<file path="config.mk">
export PLATFORM = sky130hd
export DESIGN_NAME = wb_port
export DESIGN_NICKNAME = d
export VERILOG_FILES = /design/src/rtl/wb_port.sv
export SDC_FILE = /design/constraint.sdc
export NUM_CORES = 1
export LEC_CHECK = 0
export ABC_AREA = 1
export BUFFER_PORTS_ARGS = -buffer_cell sky130_fd_sc_hd__buf_2
export CAP_MARGIN = 40
export CELL_PAD_IN_SITES_DETAIL_PLACEMENT = 1
export CELL_PAD_IN_SITES_GLOBAL_PLACEMENT = 1
export CORE_ASPECT_RATIO = 0.75
export CORE_MARGIN = 5
export CORE_UTILIZATION = 40
export DETAILED_ROUTE_END_ITERATION = 8
export PLACE_DENSITY_LB_ADDON = 0.3
export SYNTH_ARGS = -nofsm -noshare
export SYNTH_HDL_FRONTEND = slang
export SYNTH_SLANG_ARGS = --single-unit
</file>
<file path="constraint.sdc">
create_clock -name clk -period 5.7 [get_ports clk]
set_input_delay 0.285 -clock clk [delete_from_list [all_inputs] [get_ports clk]]
set_output_delay 0.285 -clock clk [all_outputs]
set_load 0.1 [all_outputs]
</file>
<file path="src/rtl/wb_port.sv">
// Register-file write-port driver: merges ALU and buffered long-latency writebacks.
// Optional pending-destination scoreboard is built only when WB_SCOREBOARD_EN is defined.
module wb_port #(
  parameter int WIDTH = 32,
  parameter int DEPTH = 4
) (
  input  logic             clk,
  input  logic             reset,
  input  logic             alu_valid,
  input  logic [4:0]       alu_rd,
  input  logic [WIDTH-1:0] alu_data,
  input  logic             ll_valid,
  output logic             ll_ready,
  input  logic [4:0]       ll_rd,
  input  logic [WIDTH-1:0] ll_data,
  input  logic             iss_valid,
  input  logic [4:0]       iss_rd,
  output logic             we3,
  output logic [4:0]       a3,
  output logic [WIDTH-1:0] wd3,
  output logic [31:0]      pend_mask
);

  localparam int AW = $clog2(DEPTH);
  localparam logic [AW:0]   FULL_CNT = (AW+1)'(DEPTH);
  localparam logic [AW:0]   CNT_ZERO = (AW+1)'(0);
  localparam logic [AW:0]   CNT_ONE  = (AW+1)'(1);
  localparam logic [AW-1:0] PTR_ZERO = AW'(0);
  localparam logic [AW-1:0] PTR_ONE  = AW'(1);

  logic [4:0]       rd_mem_r   [DEPTH];
  logic [WIDTH-1:0] data_mem_r [DEPTH];
  logic [AW-1:0]    wptr_r;
  logic [AW-1:0]    rptr_r;
  logic [AW:0]      count_r;

  logic             empty_s;
  logic             full_s;
  logic             push_s;
  logic             pop_s;
  logic [4:0]       head_rd_s;
  logic [WIDTH-1:0] head_data_s;
  logic             sel_valid_s;
  logic [4:0]       sel_rd_s;
  logic [WIDTH-1:0] sel_data_s;

  assign empty_s     = (count_r == CNT_ZERO);
  assign full_s      = (count_r == FULL_CNT);
  assign ll_ready    = !full_s && !reset;
  assign push_s      = ll_valid && ll_ready;
  // The FIFO only drains in cycles the ALU leaves the port free.
  assign pop_s       = !alu_valid && !empty_s;
  assign head_rd_s   = rd_mem_r[rptr_r];
  assign head_data_s = data_mem_r[rptr_r];

  // Fixed-priority source select: ALU, then FIFO head, else idle.
  always_comb begin
    sel_valid_s = 1'b0;
    sel_rd_s    = 5'd0;
    sel_data_s  = {WIDTH{1'b0}};
    if (alu_valid) begin
      sel_valid_s = 1'b1;
      sel_rd_s    = alu_rd;
      sel_data_s  = alu_data;
    end else if (pop_s) begin
      sel_valid_s = 1'b1;
      sel_rd_s    = head_rd_s;
      sel_data_s  = head_data_s;
    end else begin
      sel_valid_s = 1'b0;
      sel_rd_s    = 5'd0;
      sel_data_s  = {WIDTH{1'b0}};
    end
  end

  // Registered write port; writes to x0 are suppressed here.
  always_ff @(posedge clk) begin
    if (reset) begin
      we3 <= 1'b0;
      a3  <= 5'd0;
      wd3 <= {WIDTH{1'b0}};
    end else begin
      we3 <= sel_valid_s && (sel_rd_s != 5'd0);
      a3  <= sel_rd_s;
      wd3 <= sel_data_s;
    end
  end

  // FIFO pointers and occupancy.
  always_ff @(posedge clk) begin
    if (reset) begin
      wptr_r  <= PTR_ZERO;
      rptr_r  <= PTR_ZERO;
      count_r <= CNT_ZERO;
    end else begin
      if (push_s) wptr_r <= wptr_r + PTR_ONE;
      if (pop_s)  rptr_r <= rptr_r + PTR_ONE;
      case ({push_s, pop_s})
        2'b10:   count_r <= count_r + CNT_ONE;
        2'b01:   count_r <= count_r - CNT_ONE;
        default: count_r <= count_r;
      endcase
    end
  end

  // FIFO storage; contents are only meaningful below the occupancy count.
  always_ff @(posedge clk) begin
    if (push_s) begin
      rd_mem_r[wptr_r]   <= ll_rd;
      data_mem_r[wptr_r] <= ll_data;
    end
  end

`ifdef WB_SCOREBOARD_EN
  logic [31:0] pend_r;
  logic [31:0] pend_nxt_s;

  // Clear on pop first so a same-cycle issue to the same register wins.
  always_comb begin
    pend_nxt_s = pend_r;
    if (pop_s && (head_rd_s != 5'd0)) begin
      pend_nxt_s[head_rd_s] = 1'b0;
    end else begin
      pend_nxt_s = pend_r;
    end
    if (iss_valid && (iss_rd != 5'd0)) begin
      pend_nxt_s[iss_rd] = 1'b1;
    end else begin
      pend_nxt_s[0] = 1'b0;
    end
    pend_nxt_s[0] = 1'b0;
  end

  // Pending-destination register.
  always_ff @(posedge clk) begin
    if (reset) pend_r <= 32'd0;
    else       pend_r <= pend_nxt_s;
  end

  assign pend_mask = pend_r;
`else
  logic unused_iss_s;
  assign unused_iss_s = &{1'b0, iss_valid, iss_rd};
  assign pend_mask    = 32'd0;
`endif

endmodule
</file>
Word level (Yosys, flattened, before mapping) --
Memory sizes are Yosys's and may differ from the RTL's. A register that Yosys moved wholly into a read port is not among the register bits. Index checks and enable logic that the tools add are counted. W data, S select, Z words.
Storage, ports and cells: memories 2, memory bits (writable) 148, input bits 84, register bits 45, output and inout port bits 71, logic and storage cells 39
Cells by class: eq/ne operators 3, multiplexer cells 13, add/subtract/negate cells 4, reduce and logical (&&, ||, !) cells 11
Memory list:
- data_mem_r | words 4, width 32, rd ports 1, clocked after Yosys merged registers in 1, wr ports 1, line 32 | logic [WIDTH-1:0] data_mem_r [DEPTH];
- rd_mem_r | words 4, width 5, rd ports 1, clocked after Yosys merged registers in 1, wr ports 1, line 31 | logic [4:0] rd_mem_r [DEPTH];
Operators by type and width (count):
- $mux W32 | 2
- $mux W5 | 2
- $mux W2 | 4
- $pmux W3 S2 | 1
- $reduce_bool A5 Y1 | 1
- $add A2 B1 Y2 const B | 2
- $logic_and A1 B1 Y1 | 4
- $logic_not A1 Y1 | 4
- $mux W1 | 4
- $add A3 B1 Y3 const B | 1
- $eq A3 B3 Y1 const B | 1
- $logic_not A3 Y1 | 1
- $sub A3 B1 Y3 const B | 1
- $eq A2 B1 Y1 const B | 1
- $eq A2 B2 Y1 const B | 1
- $reduce_bool A2 Y1 | 1

Longest topological paths before layout --
Gate-level depths: netlist (run 1).
depth after elaboration 7, gate-level depth with buffers 11, depth with buffers taken out 9

Worst setup path after synthesis (run 1) --
OpenSTA, ideal clock, no wires.
path type reg-to-reg, start point register count_r[0], end point memory data_mem_r[0][0], enable pin, data arrival time 4.180 ns, data required time 5.269 ns, setup slack 1.089 ns, cell stages (with the launch flop) 5, library setup time 0.431 ns, clock period less this slack 4.611 ns, path through dfxtp_1 nor2_1 a21oi_1 nand2_1 nor2_1
On the way: longest elaborated chain between the ends 6
Ends and longest elaborated chain:
- start: declaration | line 35 | logic [AW:0] count_r;
- start signal: assignment | line 99 | 2'b10: count_r <= count_r + CNT_ONE;
- start signal: assignment | line 100 | 2'b01: count_r <= count_r - CNT_ONE;
- start signal: assignment | line 101 | default: count_r <= count_r;
- $eq A3 B3 Y1 | line 48 | assign full_s = (count_r == FULL_CNT);
- $logic_not A1 Y1 | line 49 | assign ll_ready = !full_s && !reset;
- $logic_and A1 B1 Y1 | line 49
- net ll_ready | line 13 | output logic ll_ready,
- $logic_and A1 B1 Y1 | line 50 | assign push_s = ll_valid && ll_ready;
- $mux W1 | line 108 | if (push_s) begin
- $mux W1 (not written as such) | line 110 | data_mem_r[wptr_r] <= ll_data;
- end: declaration | line 32
The timed path passes the listed nets, and every way through them passes these cells.

==> results.toml, run 1 <==
[clock_tree]
htreeDepth = 4
cts_sinks = 195
insertion_delay_ns = 0.43
ctsHoldBuffers = 0
cts_tree = "done"
clkTransAtPathRegs_ns = 0.07
cts_made_buffers = 17
cts.repair.resized = 0
root_buffer = "clkbuf_16"
clock_path_buffers = 2
cts_setup_buffers = 0

[run_status]
outcome = "finished clean"

[worst_setup_path]
cp.arrival_ns = 3.08
required_ns = 6.08
path_delay_family = "buffers and inverters"
cp-end-kind = "register"
cp_common_cell = "nand3_1"
cp_num_buf_inv = 3
crit_type = "reg -> reg"
slowest_stage = "dfxtp_2"
path_cells = "clkinv_1 -> buf_4 -> nand3_1 -> nand3_1 -> nand2_1 -> nor2_1 -> nand3_1 -> nand2_1 -> inv_1"
critPathMaxFanout = 38
critPathLaunchType = "register"
critPathMaxStageDelay_ns = 0.87

[sta]
fin_crit_sh = 0.4734
max_freq_mhz = 370.6
grt_setup_unrepaired = "false"
setup_viol = 0
relSlewSlack = 0.4336
tightest_slew_ns = 0.8495
period_minus_slack_ns = 2.698
whs_ns = 0.06535
hold_violations = 0
drv_slew = 0
fin_skew_ns = 0.006287
tns_ns = 0
fin_ws_ns = 3.002

[routing]
drt_iter0_markers = 351
first_pass_iters = 4
viasPerCell = 4.929
antenna_left = 0
wirelength_um = 18110
remaining_drc_errors = 0
num_vias = 4855
routedWlPerCell_um = 18.39

[synthesis]
yosysTopAreaCellShare = 0.5922
async_reset_ff_frac = 0
netlist_area_um2 = 7505
avgSynthCellArea_um2 = 12.12
ys_ff_latch = 195
synth_area_leaders = "edfxtp_1 59%, dfxtp_1 13%, nand2_1 4.8%, buf_4 4.4%, o21ai_0 4.1%"
yosys.area.top_type = "edfxtp_1"
yosys_warnings = 0
synth_edf_count = 148
synthTopCellsByCount = "148 x edfxtp_1, 96 x nand2_1, 75 x nor2_1"
syn-instance-count = 619
synth-main-ff-cell = "edfxtp_1"
synth.distinct_cells = 24
yosysMostFrequentCell = "edfxtp_1"
ys_seq_area_frac = 0.7176

[finish]
nets = 815
stdcell_count = 985
drive_above_1_share = 0.2209
n_antenna_cell = 0
syn_to_final_growth_pct = 16.41

[placement]
place_ws_ns = 2.933
portBuffers = 116
place_hpwl_um = 11160
place_congestion = 0.7132
post-place-cells = 953

[floorplan]
coreArea_um2 = 18450
die_x_um = 168.2
die_y_um = 128.6
rows = 43
dieArea_um2 = 21630
start_util = 0.4067
io_pins = 155

[power]
seqPwrFrac = 0.429
power.leakage_nw = 3.319
power_frac_comb = 0.267
powerDensity_nw_per_um2 = 448.3
p_clk_frac = 0.305
internal_power_mw = 2.524
swShare = 0.3555
p_sw_mw = 1.392
power_mw = 3.917
ir_drop_v = 0.0001898

[global_routing]
grt-ovfl-total = 0
antenna_found_initial = 2
grt_pass1_wl_um = 28080
grt_start_max_net_pins = 75
grt_usage = 0.1690
grt_pass1_vias = 5216

[job]
drv_cap = 0

[min_path]
min_path_type = "in -> reg"
[path summary, 6_finish.rpt]
check	from	endpoint	slack, ns	cells past startpoint
max	register	we3$_SDFF_PP0_	3.00	9
min	ll_data[0]	data_mem_r[1][0]$_DFFE_PP_	0.07	1
max reg2reg	register	we3$_SDFF_PP0_	3.00	9
min reg2reg	rptr_r[1]$_SDFFE_PP0P_	register	0.46	2
[metal layers]
metal	vias to the layer above	track usage	share of wire
li1	2323	-	-
met1	2377	0.2076	0.44
met2	130	0.2960	0.50
met3	21	0.05129	0.054
met4	4	0.03960	0.0092
met5	-	0	0.0012
[registers in the layout, indices dropped and copies added (netlist names), named ones only]
register    cells
wd3            32
a3              5
wptr_r          2
we3             1
rptr_r          2
count_r         3
rd_mem_r       20
data_mem_r    128
[area by class of cell]
class                   count  area (um^2)
repair buffers            123        633.1
clock inverters            15        166.4
inverters                  14        55.05
fillers                  2012         9718
multi-input cells         374         1759
clock buffers              17        425.4
well taps                 247        309.0
flip-flops and latches    195         5388
[power groups by stage]
stage | clock network (mW) | logic (mW) | registers (mW)
after global routing | 1.28 | 1.13 | 1.69
after global placement | 0 | 1.02 | 1.71
final | 1.19 | 1.05 | 1.68
after CTS | 1.22 | 1.06 | 1.68
after floorplan | 0 | 0.577 | 2.00
after detailed placement | 0 | 1.06 | 1.71
[cell usage in the layout, fill, tap and decap left out, types with 3 or more instances in the layout]
master / instances
buf_4: 7
clkinvlp_4: 4
dfxtp_1: 45
inv_1: 11
o21ai_0: 62
bufinv_16: 3
nand2_1: 96
conb_1: 32
nand3_1: 15
o22ai_1: 32
clkbuf_16: 17
clkinv_2: 5
o21ai_1: 8
buf_2: 116
ha_1: 5
edfxtp_1: 148
nor2_1: 71
nor2_4: 4
a21oi_1: 44
[metrics by stage]
stage / utilization / instance area, um^2
6_report: 0.4734 / 8736
5_1_grt: 0.4734 / 8736
4_1_cts: 0.4734 / 8736
3_5_place_dp: 0.4413 / 8144
3_3_place_gp: 0.4413 / 8144
2_1_floorplan: - / 7621
[kinds of logic after synthesis]
kind of cell / Yosys count / share of synthesized area
flops: 195 / 0.7176
compound gates: 149 / 0.1067
simple gates: 186 / 0.09553
xor+xnor: 1 / 0.001167
buf+inv: 81 / 0.06752
fa+ha+maj: 6 / 0.01100
other cells: 1 / 0.0004997
[worst register-to-register path, cell delays in order, from the launching register on]
cell and delay, ns:
dfxtp_2 0.87, clkinv_1 0.72, buf_4 0.45, nand3_1 0.14, nand3_1 0.12, nand2_1 0.10, nor2_1 0.06, nand3_1 0.09
nand2_1 0.06, inv_1 0.05
Note: power is estimated with default switching activity, not from simulation.
==> run 2, diff against run 1 <==
Clock period 5.7 ns to 2.78 ns, I/O delays scaled along.
==> results.toml, run 2 (synthesized netlist as in run 1, its figures left out) <==
[floorplan]
coreArea_um2 = 18450
die_x_um = 168.2
die_y_um = 128.6
rows = 43
start_util = 0.4067
dieArea_um2 = 21630
io_pins = 155

[sta]
hold_violations = 0
relSlewSlack = 0.4751
grt_setup_unrepaired = "false"
max_freq_mhz = 449.3
drv_slew = 0
setup_viol = 0
fin_crit_sh = 0.8007
tns_ns = 0
period_minus_slack_ns = 2.226
fin_skew_ns = 0.008058
tightest_slew_ns = 0.7825

[clock_tree]
clock_path_buffers = 2
ctsHoldBuffers = 72
cts.repair.resized = 0
clkTransAtPathRegs_ns = 0.06
insertion_delay_ns = 0.42
cts_setup_buffers = 0
htreeDepth = 4
cts_tree = "done"
cts_made_buffers = 17
root_buffer = "clkbuf_16"
cts_sinks = 195

[routing]
routedWlPerCell_um = 18.20
viasPerCell = 4.939
remaining_drc_errors = 0
antenna_left = 0
wirelength_um = 19290
num_vias = 5235
drt_iter0_markers = 288
first_pass_iters = 4

[power]
ir_drop_v = 0.0004094
power.leakage_nw = 3.607
powerDensity_nw_per_um2 = 845.2

[worst_setup_path]
critPathLaunchType = "register"
crit_type = "reg -> reg"
critPathMaxFanout = 9
cp-end-kind = "register"
cp.arrival_ns = 2.58
path_delay_family = "adder cells"
slowest_stage = "dfxtp_1"
reg2reg_depth = 9
cp_num_buf_inv = 0
cp_common_cell = "a21oi_1"
path_cells = "nor2_1 -> a21oi_4 -> nand2_2 -> ha_1 -> fa_1 -> a21oi_1 -> o21a_1 -> o21ai_0 -> a21oi_1"
worst-path-stages = 9
required_ns = 3.13
critPathMaxStageDelay_ns = 0.40

[global_routing]
grt_start_max_net_pins = 75
grt-ovfl-total = 0
grt_usage = 0.1835
grt_pass1_vias = 5716
grt_pass1_wl_um = 30540
antenna_found_initial = 2

[placement]
place_hpwl_um = 11010
place_congestion = 0.6798
portBuffers = 116
place_area_um2 = 8179

[finish]
n_fill_cell = 1937
largest_register = "data_mem_r"
drive_above_1_share = 0.2007
final_common_cell = "edfxtp_1"
top_regs = "data_mem_r x128, wd3 x32, rd_mem_r x20"
nets = 890
largest_reg_flops = 128
mostFrequentLayoutCells = "148 x edfxtp_1, 116 x buf_2, 95 x nand2_1"
final_design_area_no_fill_um2 = 9440
syn_to_final_growth_pct = 25.79

[job]
drv_cap = 0

[min_path]
min_path_type = "in -> reg"
min_path_cells = 3

[run_status]
outcome = "finished clean"
-- run 2: layer usage --
| metal | vias up | track usage | part of all wire |
|---|---|---|---|
| met1 | 2616 | 0.2330 | 0.44 |
| met3 | 12 | 0.04269 | 0.052 |
| met4 | 2 | 0.04723 | 0.0058 |
| met2 | 131 | 0.3203 | 0.50 |
| met5 | - | 0 | 0.00067 |
| li1 | 2474 | - | - |
-- run 2: worst paths after layout --
path	startpoint	endpoint	slack, ns
setup / recovery	count_r[0]$_SDFFE_PP0P_	count_r[2]$_SDFFE_PP0P_	0.55
hold / removal	alu_rd[3]	a3[3]$_SDFF_PP0_	0.02
setup reg to reg	count_r[0]$_SDFFE_PP0P_	count_r[2]$_SDFFE_PP0P_	0.55
hold reg to reg	rptr_r[1]$_SDFFE_PP0P_	rptr_r[1]$_SDFFE_PP0P_	0.49
-- run 2: final cells by class --
cell class                      count  area [um^2]  area share
Sequential cell                   195         5386      0.5706
Multi-Input combinational cell    374         1773      0.1878
Timing Repair Buffer              198         1376      0.1458
Clock buffer                       21        450.4     0.04771
Tap cell                          247        309.0     0.03274
Clock inverter                     10        87.58    0.009278
Inverter                           14        55.05    0.005832
Antenna cell                        1        2.502   0.0002651
-- run 2: through the flow --
stage / hold WS (ns) / utilization / total power, mW / cells / setup WS (ns)
5_1_grt: 0.03725 / 0.5116 / 8.362 / 1060 / 0.3880
6_report: 0.02276 / 0.5116 / 7.979 / 1060 / 0.5541
2_1_floorplan: 0.2379 / - / 5.303 / 650 / 0.1528
3_5_place_dp: 0.3561 / 0.4432 / 5.710 / 956 / 0.5502
4_1_cts: 0.002879 / 0.5114 / 8.058 / 1059 / 0.5387
3_3_place_gp: 0.3496 / 0.4432 / 5.603 / 956 / 0.6897
-- run 2: where the power goes --
group          switching [mW]  total (mW)  internal (mW)
Sequential             0.0782        3.43           3.35
Clock                    1.01        2.26           1.25
Combinational            1.80        2.30          0.501
-- run 2: worst register-to-register path: stages, from the launching register on --
cell,delay [ns]
dfxtp_1,0.40
nor2_1,0.14
a21oi_4,0.18
nand2_2,0.20
ha_1,0.32
fa_1,0.40
a21oi_1,0.15
o21a_1,0.16
o21ai_0,0.09
a21oi_1,0.13
